`config.mk`:
```
export PLATFORM = sky130hd
export DESIGN_NAME = cu_adc_spi_capture
export DESIGN_NICKNAME = d
export VERILOG_FILES = /design/src/rtl/cu_adc_spi_capture_pkg.sv /design/src/rtl/cu_spi_rx16.sv /design/src/rtl/cu_adc_spi_capture.sv
export SDC_FILE = /design/constraint.sdc
export NUM_CORES = 1
export LEC_CHECK = 0
export ABC_AREA = 1
export BUFFER_PORTS_ARGS = -buffer_cell sky130_fd_sc_hd__clkbuf_2
export CAP_MARGIN = 20
export CORE_ASPECT_RATIO = 0.7
export CORE_MARGIN = 2
export CORE_UTILIZATION = 44
export CTS_CLUSTER_DIAMETER = 80
export CTS_CLUSTER_SIZE = 12
export DETAILED_ROUTE_END_ITERATION = 10
export SLEW_MARGIN = 20
export SYNTH_ARGS = -nofsm -noshare
export SYNTH_HDL_FRONTEND = slang
export SYNTH_SLANG_ARGS = --single-unit
```
`constraint.sdc`:
```
create_clock -name clk -period 1.9 [get_ports clk]
set_input_delay 0.285 -clock clk [delete_from_list [all_inputs] [get_ports clk]]
set_output_delay 0.285 -clock clk [all_outputs]
set_load 0.02 [all_outputs]
```
`src/rtl/cu_adc_spi_capture_pkg.sv`:
```
// Shared definitions for the ADC SPI capture block: FSM encoding, counter widths,
// parameter defaults and a counter-width helper.
package cu_adc_spi_capture_pkg;

  localparam int DEF_SCK_HALF     = 4;
  localparam int DEF_SAMPLE_DIV   = 1000;
  localparam int DEF_CNV_PULSE    = 2;
  localparam int DEF_BUSY_TIMEOUT = 255;

  localparam int STATE_W    = 3;
  localparam int BIT_CNT_W  = 5;
  localparam int WAIT_CNT_W = 8;

  localparam logic [STATE_W-1:0] ST_IDLE     = 3'd0;
  localparam logic [STATE_W-1:0] ST_CONVST   = 3'd1;
  localparam logic [STATE_W-1:0] ST_WAITBUSY = 3'd2;
  localparam logic [STATE_W-1:0] ST_SHIFT    = 3'd3;
  localparam logic [STATE_W-1:0] ST_DONE     = 3'd4;

  // Width of a counter that runs 0..n-1; never narrower than one bit.
  function automatic int cnt_width(input int n);
    return (n > 1) ? $clog2(n) : 1;
  endfunction

endpackage

```
`src/rtl/cu_spi_rx16.sv`:
```
// SPI receive engine: produces 16 adc_sck periods (low half first) and shifts
// adc_sdo in MSB first on each rising sck edge.
module cu_spi_rx16
  import cu_adc_spi_capture_pkg::*;
#(
  parameter int SCK_HALF = DEF_SCK_HALF
) (
  input  logic        clk,
  input  logic        rst,
  input  logic        start,
  input  logic        sdo,
  output logic        sck,
  output logic        done,
  output logic [15:0] data
);

  localparam int                 DIV_W    = cnt_width(SCK_HALF);
  localparam logic [DIV_W-1:0]   DIV_LAST = DIV_W'(SCK_HALF - 1);

  logic                 active_q, active_d;
  logic                 sck_q, sck_d;
  logic [DIV_W-1:0]     div_q, div_d;
  logic [BIT_CNT_W-1:0] bit_q, bit_d;
  logic [15:0]          shreg_q, shreg_d;
  logic                 half_end;

  always_comb begin
    active_d = active_q;
    sck_d    = sck_q;
    div_d    = div_q;
    bit_d    = bit_q;
    shreg_d  = shreg_q;
    half_end = active_q && (div_q == DIV_LAST);
    done     = half_end && sck_q && (bit_q == BIT_CNT_W'(15));

    if (start) begin
      active_d = 1'b1;
      sck_d    = 1'b0;
      div_d    = '0;
      bit_d    = '0;
      shreg_d  = '0;
    end else if (active_q) begin
      if (half_end) begin
        div_d = '0;
        if (!sck_q) begin
          // sdo is captured on the same clk edge that raises sck
          sck_d   = 1'b1;
          shreg_d = {shreg_q[14:0], sdo};
        end else begin
          sck_d = 1'b0;
          bit_d = bit_q + 1'b1;
          if (bit_q == BIT_CNT_W'(15)) begin
            active_d = 1'b0;
          end
        end
      end else begin
        div_d = div_q + 1'b1;
      end
    end
  end

  always_ff @(posedge clk) begin
    if (rst) begin
      active_q <= 1'b0;
      sck_q    <= 1'b0;
      div_q    <= '0;
      bit_q    <= '0;
      shreg_q  <= '0;
    end else begin
      active_q <= active_d;
      sck_q    <= sck_d;
      div_q    <= div_d;
      bit_q    <= bit_d;
      shreg_q  <= shreg_d;
    end
  end

  assign sck  = sck_q;
  assign data = shreg_q;

endmodule

```
`src/rtl/cu_adc_spi_capture.sv`:
```
// Periodic ADC capture: a sample tick starts a conversion, waits for busy to
// drop, reads 16 bits over SPI and presents the word with a one-cycle drdy.
module cu_adc_spi_capture
  import cu_adc_spi_capture_pkg::*;
#(
  parameter int SCK_HALF     = DEF_SCK_HALF,
  parameter int SAMPLE_DIV   = DEF_SAMPLE_DIV,
  parameter int CNV_PULSE    = DEF_CNV_PULSE,
  parameter int BUSY_TIMEOUT = DEF_BUSY_TIMEOUT
) (
  input  logic        clk,
  input  logic        rst,
  input  logic        enable,
  input  logic        adc_busy,
  input  logic        adc_sdo,
  output logic        adc_cnv,
  output logic        adc_csn,
  output logic        adc_sck,
  output logic [15:0] datain,
  output logic        drdy,
  output logic        overrun,
  output logic        timeout_err
);

  localparam int                    TICK_W    = cnt_width(SAMPLE_DIV);
  localparam logic [TICK_W-1:0]     TICK_LAST = TICK_W'(SAMPLE_DIV - 1);
  localparam int                    CNV_W     = cnt_width(CNV_PULSE);
  localparam logic [CNV_W-1:0]      CNV_LAST  = CNV_W'(CNV_PULSE - 1);
  localparam logic [WAIT_CNT_W-1:0] WAIT_LAST = WAIT_CNT_W'(BUSY_TIMEOUT - 1);

  logic [STATE_W-1:0]    state_q, state_d;
  logic [TICK_W-1:0]     tick_cnt_q, tick_cnt_d;
  logic [CNV_W-1:0]      cnv_cnt_q, cnv_cnt_d;
  logic [WAIT_CNT_W-1:0] wait_cnt_q, wait_cnt_d;
  logic [15:0]           datain_q, datain_d;
  logic                  drdy_q, drdy_d;
  logic                  overrun_q, overrun_d;
  logic                  timeout_q, timeout_d;
  logic                  tick;
  logic                  spi_start, spi_done, spi_sck;
  logic [15:0]           spi_data;

  always_comb begin
    tick = enable && (tick_cnt_q == TICK_LAST);
    if (!enable || tick) begin
      tick_cnt_d = '0;
    end else begin
      tick_cnt_d = tick_cnt_q + 1'b1;
    end
  end

  always_comb begin
    state_d    = state_q;
    cnv_cnt_d  = cnv_cnt_q;
    wait_cnt_d = wait_cnt_q;
    datain_d   = datain_q;
    drdy_d     = 1'b0;
    overrun_d  = overrun_q;
    timeout_d  = timeout_q;
    spi_start  = 1'b0;

    // A tick is only consumed in IDLE; anywhere else it is dropped and flagged.
    if (tick && (state_q != ST_IDLE)) begin
      overrun_d = 1'b1;
    end

    case (state_q)
      ST_IDLE: begin
        if (tick) begin
          state_d   = ST_CONVST;
          cnv_cnt_d = '0;
        end
      end
      ST_CONVST: begin
        if (cnv_cnt_q == CNV_LAST) begin
          state_d    = ST_WAITBUSY;
          cnv_cnt_d  = '0;
          wait_cnt_d = '0;
        end else begin
          cnv_cnt_d = cnv_cnt_q + 1'b1;
        end
      end
      ST_WAITBUSY: begin
        // busy is not trusted in the first cycle right after the cnv pulse
        wait_cnt_d = wait_cnt_q + 1'b1;
        if ((wait_cnt_q != '0) && !adc_busy) begin
          state_d    = ST_SHIFT;
          spi_start  = 1'b1;
          wait_cnt_d = '0;
        end else if (wait_cnt_q == WAIT_LAST) begin
          state_d    = ST_IDLE;
          timeout_d  = 1'b1;
          wait_cnt_d = '0;
        end
      end
      ST_SHIFT: begin
        if (spi_done) begin
          state_d = ST_DONE;
        end
      end
      ST_DONE: begin
        datain_d = spi_data;
        drdy_d   = 1'b1;
        state_d  = ST_IDLE;
      end
      default: begin
        state_d = ST_IDLE;
      end
    endcase
  end

  always_ff @(posedge clk) begin
    if (rst) begin
      state_q    <= ST_IDLE;
      tick_cnt_q <= '0;
      cnv_cnt_q  <= '0;
      wait_cnt_q <= '0;
      datain_q   <= '0;
      drdy_q     <= 1'b0;
      overrun_q  <= 1'b0;
      timeout_q  <= 1'b0;
    end else begin
      state_q    <= state_d;
      tick_cnt_q <= tick_cnt_d;
      cnv_cnt_q  <= cnv_cnt_d;
      wait_cnt_q <= wait_cnt_d;
      datain_q   <= datain_d;
      drdy_q     <= drdy_d;
      overrun_q  <= overrun_d;
      timeout_q  <= timeout_d;
    end
  end

  cu_spi_rx16 #(
    .SCK_HALF (SCK_HALF)
  ) u_spi_rx16 (
    .clk   (clk),
    .rst   (rst),
    .start (spi_start),
    .sdo   (adc_sdo),
    .sck   (spi_sck),
    .done  (spi_done),
    .data  (spi_data)
  );

  assign adc_cnv     = (state_q == ST_CONVST);
  assign adc_csn     = (state_q != ST_SHIFT);
  assign adc_sck     = spi_sck && (state_q == ST_SHIFT);
  assign datain      = datain_q;
  assign drdy        = drdy_q;
  assign overrun     = overrun_q;
  assign timeout_err = timeout_q;

endmodule

```
Yosys cells after proc, flatten, opt, wreduce, memory -nomap -nowiden --
Cells that the tools add are included.
Cells by class: multiply operators 0, multiplexer cells 23, $lt $le $gt $ge 0, shifts and indexed selects 0, divide/modulo/power cells 0, add/subtract/negate cells 5, bitwise gates (word level) 2, reduce and logical (&&, ||, !) cells 24, equal/unequal tests 13
Operator list (number):
- 8-bit two-way mux | 3
- 8-bit case mux with 2 select lines | 1
- 3-bit two-way mux | 5
- 3-bit case mux with 4 select lines | 1
- 1-bit two-way mux | 11
- 10-bit by 1-bit adder with 10-bit output, second input constant | 1
- 10-bit equality test, second input constant | 1
- 3-bit AND reduction | 3
- 8-bit by 1-bit adder with 8-bit output, second input constant | 1
- 8-bit equality test, second input constant | 1
- 8-bit nonzero test | 1
- 1-bit logical AND | 7
- 3-bit by 2-bit equality test with 1-bit output, second input constant | 2
- 2-bit AND reduction | 3
- 5-bit by 1-bit adder with 5-bit output, second input constant | 1
- 5-bit by 4-bit equality test with 1-bit output, second input constant | 1
- 2-bit != test, second input constant | 2
- 4-bit AND reduction | 1
- 2-bit nonzero test | 2
- 2-bit OR reduction | 2
- 3-bit by 1-bit equality test with 1-bit output, second input constant | 1
- 3-bit equality test, second input constant | 1
- 3-bit zero test | 1
- 3-bit by 2-bit != test with 1-bit output, second input constant | 1
- 11 further kinds | 13
Storage, ports and cells: ROM bits 0, flip-flop bits (word level) 66, bits of input ports 5, memories kept 0, latch bits 0, output and inout port bits 22, word-level logic and storage cells 80, memory bits (writable) 0

Depth between registers and ports, before layout --
Gate-level depths: netlist (run 1).
depth after elaboration 6, depth in mapped cells 11, mapped depth without buffers 11

By module --
Synthesis (run 1) repeated with hierarchy kept, for this count alone.
Unflattened totals: cells, all modules 380, area, all modules 2861.5 µm²
Modules (own cells, without submodules):
- cu_adc_spi_capture | area an instance 1859.3 µm², instances 1, cells each 253, seq. area each 820.8 µm²
- cu_spi_rx16 | area an instance 1002.2 µm², instances 1, cells each 127, seq. area each 500.5 µm²

Least setup slack after synthesis (run 1) --
OpenSTA, ideal clock, no wires.
path kind reg-to-reg, start register u_spi_rx16.bit_q[0], end register state_q[1], required time 1785 ps, setup slack 455 ps, cell stages (with the launch flop) 11, library setup time 115 ps, buffers on the path 0, data arrival time 1330 ps, path through dfxtp_1 > ha_1 > and3_1 > ha_1 > nand4_1 > nand2_1 > nand2_1 > a21oi_2 > nand3_1 > nand2_1 > nor2_1
On the way: cells in the longest elaborated chain, start to end 4
Ends and longest elaborated chain:
- from (decl) | line cu_spi_rx16.sv:23 | logic [BIT_CNT_W-1:0] bit_q, bit_d;
- from (signal assigned) | line cu_spi_rx16.sv:73 | bit_q <= bit_d;
- 5-bit by 4-bit equality test with 1-bit output | line cu_spi_rx16.sv:34 | done = half_end && sck_q && (bit_q == BIT_CNT_W'(15));
- 1-bit logical AND | line cu_spi_rx16.sv:34
- 2-bit != test (no source line)
- 4-bit AND reduction (no source line)
- to (signal assigned) | line cu_adc_spi_capture.sv:123 | state_q <= state_d;
- to (decl) | line cu_adc_spi_capture.sv:31 | logic [STATE_W-1:0] state_q, state_d;
Every way passes these cells. A chain may end at the register's enable or synchronous reset.

Final worst setup path (run 1) --
start register state_q[2], end output adc_sck
On the way: cells in the longest elaborated chain, start to end 2
Ends and longest elaborated chain:
- 3-bit by 2-bit equality test with 1-bit output | line cu_adc_spi_capture.sv:148 | assign adc_sck = spi_sck && (state_q == ST_SHIFT);
- 1-bit logical AND | line cu_adc_spi_capture.sv:148
- to (decl) | line cu_adc_spi_capture.sv:18 | output logic adc_sck,
Every way passes these cells.

==> flow_metrics.tcl, run 1 <==
set metrics [dict create \
    status "complete, no violations" \
    start_util_pct 45.7 \
    fin_crit_sh_pct 90.5 \
    layout-drive-gt1-share_pct 18.3 \
    synth.largest_area_cell "dfxtp_1" \
    final.setup.tns_ns 0 \
    firstDrtPassIters 4 \
    dp.cells 472 \
    synth_cells 375 \
    peakVddDrop_mv 0.455 \
    cp.arrival_ns 1.43 \
    wl_per_cell_um 11.4 \
    ys_seq_area_share_pct 46.3 \
    grt_pass1_vias 2141 \
    die-area_um2 7160 \
    cp_cell_sequence "inv_2 -> nand2_1 -> nor2_2 -> inv_1 -> nor2_1 -> clkbuf_2" \
    antenna_cells 0 \
    die_h_um 71.4 \
    core_um2 6250 \
    grt_start_max_net_pins 25 \
    synth_cell_types 37 \
    cts_resized 0 \
    power_density_nw_per_um2 1010 \
    root_buffer "clkbuf_8" \
    async_flop_share_pct 0 \
    cp.required_ns 1.62 \
    drc 0 \
    layout.nets 417 \
    holdWs_ns 0.205 \
    worst_pin_slew_ns 0.496 \
    ant_nets 0 \
    clkSinkCount 66 \
    ys_ff_latch 66 \
    routed-via-count 2340 \
    final_cell_count_no_fill 488 \
    drt-initial-drc-count 103 \
    skew_ns 0.00542 \
    port_buffers 26 \
    grt_first_pass_wirelength_mm 9.69 \
    yosys_most_used_dff "dfxtp_1" \
    cts_setup_buffers 0 \
    startpoint_type "flop" \
    cts_buffer_depth 2 \
    crit_slowest_cell "dfxtp_1" \
    hpwl_mm 3.92 \
    worstSkewPairLatency_ns 0.34 \
    rsz0062_at_grt "no" \
    clk_pin_slew_ns 0.07 \
    area_delta_synth_final_pct 16.1 \
    drv_cap 0 \
    synth_area_leaders "dfxtp_1 46%, nand2_1 8.2%, nor2_1 8.2%" \
    slowest_delay_ns 0.36 \
    synthesis.area_um2 2850 \
    max_slew_margin_pct 66.8 \
    antenna_found_initial 0 \
    cts.htree.levels 3 \
    layout_commonest_cell "dfxtp_1" \
    cp_max_fo 3 \
    slew_viol_final 0 \
    viasPerCell 4.80 \
    row_count 24 \
    synth.avg_cell_area_um2 7.61 \
    layout_common_cells "66 x dfxtp_1, 62 x nand2_1, 61 x nor2_1" \
    synth_edf_count 0 \
    max_freq_mhz 582 \
    crit_type "reg -> out" \
    cts_buffers 9 \
    period_needed_ns 1.72 \
    synth_fp_nets 387 \
    cts_tree "done" \
    io_pins 27 \
    hold_viol 0 \
    p_leak_uw 0.00139 \
    place.gp.congestion 0.830 \
    die_x_um 100 \
    synth_warnings 0 \
    track_usage_pct 17.4 \
    end_kind "primary output" \
    hp-class "in -> reg" \
    hold_buffers 0 \
    yosysTopAreaCellShare_pct 46.3 \
    routed_wl_mm 5.58 \
    finalSetupViolCount 0 \
    grt.overflow.total 0 \
]
-- metal layers --
metal  global-route usage (%)  wire (um)  up-vias
met5                        0          0        -
met4                     5.94         59        0
met3                     6.44        293        4
met2                     24.2       2220       44
met1                     24.8       3010     1022
li1                         -          -     1270
-- sequential cells by signal, indices dropped and copies added (netlist names) --
| signal | count |
|---|---|
| overrun | 1 |
| datain | 16 |
| u_spi_rx16.sck | 1 |
| u_spi_rx16.data | 16 |
| timeout_err | 1 |
| cnv_cnt_q | 1 |
| tick_cnt_q | 10 |
| wait_cnt_q | 8 |
| u_spi_rx16.div_q | 2 |
| u_spi_rx16.bit_q | 5 |
| drdy | 1 |
| u_spi_rx16.active_q | 1 |
| state_q | 3 |
-- metrics by stage --
stage | util, % | total power, uW | setup WS (ns) | instance area [um2]
after floorplan | - | 1770 | 0.455 | 2850
after detailed placement | 48.8 | 1840 | 0.257 | 3050
final | 53.1 | 3350 | 0.181 | 3310
after CTS | 53.0 | 3400 | 0.109 | 3310
after global placement | 48.8 | 1840 | 0.303 | 3050
after global routing | 53.1 | 3510 | 0.0323 | 3310
-- cell usage after synthesis, types with 5 or more instances --
cell / n
inv_2: 6
nand4_1: 7
buf_2: 5
nand2_1: 62
ha_1: 7
nor2_1: 62
nand2_2: 6
nand3_1: 28
o21ai_0: 17
dfxtp_1: 66
inv_1: 34
a21oi_1: 33
-- cells by family (layout without fill, tap and decap cells) --
family,after synthesis,in the layout,synth area share (%)
AO/OA/AOI/OAI,56,56,10.2
XOR/XNOR,5,5,1.53
adder cells (fa/ha/maj),7,7,3.07
buffers and inverters,51,86,7.54
flip-flops,66,66,46.3
multiplexers,1,1,0.351
AND/OR/NAND/NOR,189,189,31.0
-- where the power goes --
group / total [uW] / internal (uW) / switching [uW]
clock: 1540 / 1000 / 535
sequential: 1460 / 1420 / 36.4
combinational: 354 / 115 / 239
total: 3350 / 2540 / 810
-- worst paths after layout --
check | from | end | slack, ns | cells past startpoint
worst max register to register | u_spi_rx16.bit_q[0] | state_q[1] | 0.27 | 10
worst min-delay path | adc_sdo | u_spi_rx16.data[0] | 0.20 | 3
worst max-delay path | state_q[2] | adc_sck | 0.18 | 6
worst min register to register | tick_cnt_q[0] | tick_cnt_q[0] | 0.45 | 1
-- worst max-delay path, delay by kind of cell, from the launching register on --
| family | cells | cell delay [ns] |
|---|---|---|
| buffers and inverters | 3 | 0.37 |
| DFF | 1 | 0.36 |
| and+or+nand+nor | 3 | 0.38 |
-- layout make-up --
class                   instances  area, um2
clock buffers                   9        124
clock inverters                 7        141
fillers                       612       2930
inverters                      40        150
multi-input cells             258       1320
flip-flops and latches         66       1320
well taps                      78       97.6
repair buffers                 30        160
Power figures use the tool's default switching activity.
==> run 2: changes to the inputs <==
--- a/config.mk
+++ b/config.mk
@@ -8,12 +8,16 @@
 export ABC_AREA = 1
 export BUFFER_PORTS_ARGS = -buffer_cell sky130_fd_sc_hd__clkbuf_2
 export CAP_MARGIN = 20
+export CELL_PAD_IN_SITES_DETAIL_PLACEMENT = 1
+export CELL_PAD_IN_SITES_GLOBAL_PLACEMENT = 2
 export CORE_ASPECT_RATIO = 0.7
 export CORE_MARGIN = 2
-export CORE_UTILIZATION = 44
+export CORE_UTILIZATION = 34
 export CTS_CLUSTER_DIAMETER = 80
 export CTS_CLUSTER_SIZE = 12
 export DETAILED_ROUTE_END_ITERATION = 10
+export GPL_ROUTABILITY_DRIVEN = 0
+export PLACE_DENSITY_LB_ADDON = 0.1
 export SLEW_MARGIN = 20
 export SYNTH_ARGS = -nofsm -noshare
 export SYNTH_HDL_FRONTEND = slang
==> run 2 against run 1 <==
Net effect: clock-buffer cell count rose by 1; power rose by 2.9%; critical path depth did not move; non-clock buffer count did not move; largest power group unchanged; final cell count rose by 4.7%; sequential share of layout area fell by 0.74 points; die area rose by 28%; utilization fell by 11 points; sequential cell count did not move; design area rose by 1.9%; clock skew rose by 0.0010 ns; first-iteration DRC count fell by 23%.
==> flow_metrics.tcl, run 2 (same netlist as run 1, synthesis figures left out) <==
set metrics [dict create \
    ff2ff_path_depth 10 \
    skew_ns 0.00645 \
    cts_resized 0 \
    status "complete, no violations" \
    p_leak_uw 0.00141 \
    hold_end "u_spi_rx16.data[0]" \
    fin_ws_ns 0.200 \
    cpLargestDelayFamily "simple AND/OR/NAND/NOR gates" \
    period_needed_ns 1.70 \
    die_x_um 114 \
    min_path_cells 3 \
    worst_pin_slew_ns 0.416 \
    dp.cells 495 \
    port_buffers 26 \
    routed.top_layer "met4" \
    area_delta_synth_final_pct 18.3 \
    wl_met2_mm 2.87 \
    placed_area_um2 3090 \
    max_slew_margin_pct 72.2 \
    antenna_cells 0 \
    peakVddDrop_mv 0.582 \
    wl_per_cell_um 13.5 \
    die_h_um 80.7 \
    final.setup.tns_ns 0 \
    clk_pin_slew_ns 0.06 \
    core_um2 8010 \
    fin_area_um2 3380 \
    startpoint_type "flop" \
    drt-initial-drc-count 79 \
    final_cell_count_no_fill 511 \
    power_density_nw_per_um2 1020 \
    io_pins 27 \
    grt_start_max_net_pins 25 \
    antenna_found_initial 0 \
    grt.overflow.total 0 \
    layout-drive-gt1-share_pct 18.0 \
    finalSetupViolCount 0 \
    slowest_delay_ns 0.35 \
    grt_first_pass_wirelength_mm 12.1 \
    hold_buffers 0 \
    wl_met3_um 199 \
    start_util_pct 35.6 \
    row_count 27 \
    cts.htree.levels 3 \
    drv_cap 0 \
    worstSkewPairLatency_ns 0.33 \
    slew_viol_final 0 \
    cts_setup_buffers 0 \
    rr_startpoint "u_spi_rx16.bit_q[0]" \
    hp-class "in -> reg" \
    timing.reg2reg.setup_slack_ns 0.28 \
    dp_slack_ns 0.295 \
    layout.nets 417 \
    hold_viol 0 \
    track_usage_pct 17.2 \
    clkSinkCount 66 \
    drc 0 \
    cts_buffers 9 \
    ant_nets 0 \
    end_kind "primary output" \
    cp_max_fo 3 \
    routed_wl_mm 6.89 \
    worstReg2RegEnd "state_q[1]" \
    cp.required_ns 1.62 \
    cp_cell_sequence "inv_2 -> nand2_1 -> nor2_2 -> inv_1 -> nor2_1 -> clkbuf_2" \
    fin_crit_sh_pct 89.5 \
    rsz0062_at_grt "no" \
    cts_buffer_depth 2 \
    layout_commonest_cell "dfxtp_1" \
    die-area_um2 9150 \
    met1_length_mm 3.75 \
    max_freq_mhz 588 \
    crit_type "reg -> out" \
    viasPerCell 4.72 \
    routed-via-count 2414 \
    cp.buffers_inverters 3 \
    hpwl_mm 4.83 \
    cts_tree "done" \
    crit_slowest_cell "dfxtp_1" \
    root_buffer "clkbuf_16" \
    layout_common_cells "66 x dfxtp_1, 62 x nand2_1, 61 x nor2_1" \
    p_total_uw 3450 \
    cp.arrival_ns 1.42 \
    firstDrtPassIters 4 \
    min-delay-start "adc_sdo" \
    grt_pass1_vias 2502 \
]
==> run 2: metal layers <==
layer  track usage (%)  vias to the layer above
met4              6.59                        0
met1              22.8                     1113
met3              5.43                        7
met5                 0                        -
met2              26.2                       27
li1                  -                     1267
==> run 2: worst max path at each step <==
| stage | startpoint | endpoint | slack, ns | cells past startpoint |
|---|---|---|---|---|
| final | state_q[2] | adc_sck | 0.20 | 6 |
| after global routing | state_q[2] | adc_sck | 0.03 | 6 |
| after CTS | state_q[2] | adc_sck | 0.08 | 6 |
| after detailed placement | u_spi_rx16.bit_q[0] | state_q[1] | 0.29 | 10 |
| after global placement | u_spi_rx16.bit_q[0] | state_q[1] | 0.35 | 10 |
| after floorplan | u_spi_rx16.bit_q[0] | state_q[1] | 0.46 | 10 |
==> run 2: worst min-delay path: stages <==
cell	delay (ns)
clkbuf_2	0.09
nand3_1	0.07
a21oi_1	0.06
==> run 2: final cells by class <==
cell class / count / area, um2
fill: 1010 / 4630
sequential: 66 / 1320
multi-input combinational: 258 / 1320
clock buffer: 10 / 229
timing repair buffer: 30 / 173
inverter: 40 / 150
tap: 101 / 126
clock inverter: 6 / 57.6
==> run 2: power by group <==
group	switching, uW	internal (uW)
logic	256	121
registers	36.4	1420
clock network	605	1000
==> run 2: through the flow <==
step | hold slack, ns | utilization (%)
after global routing | 0.242 | 42.2
final | 0.224 | 42.2
after detailed placement | 0.436 | 38.6
after CTS | 0.209 | 42.1
after floorplan | 0.417 | -
after global placement | 0.432 | 38.6
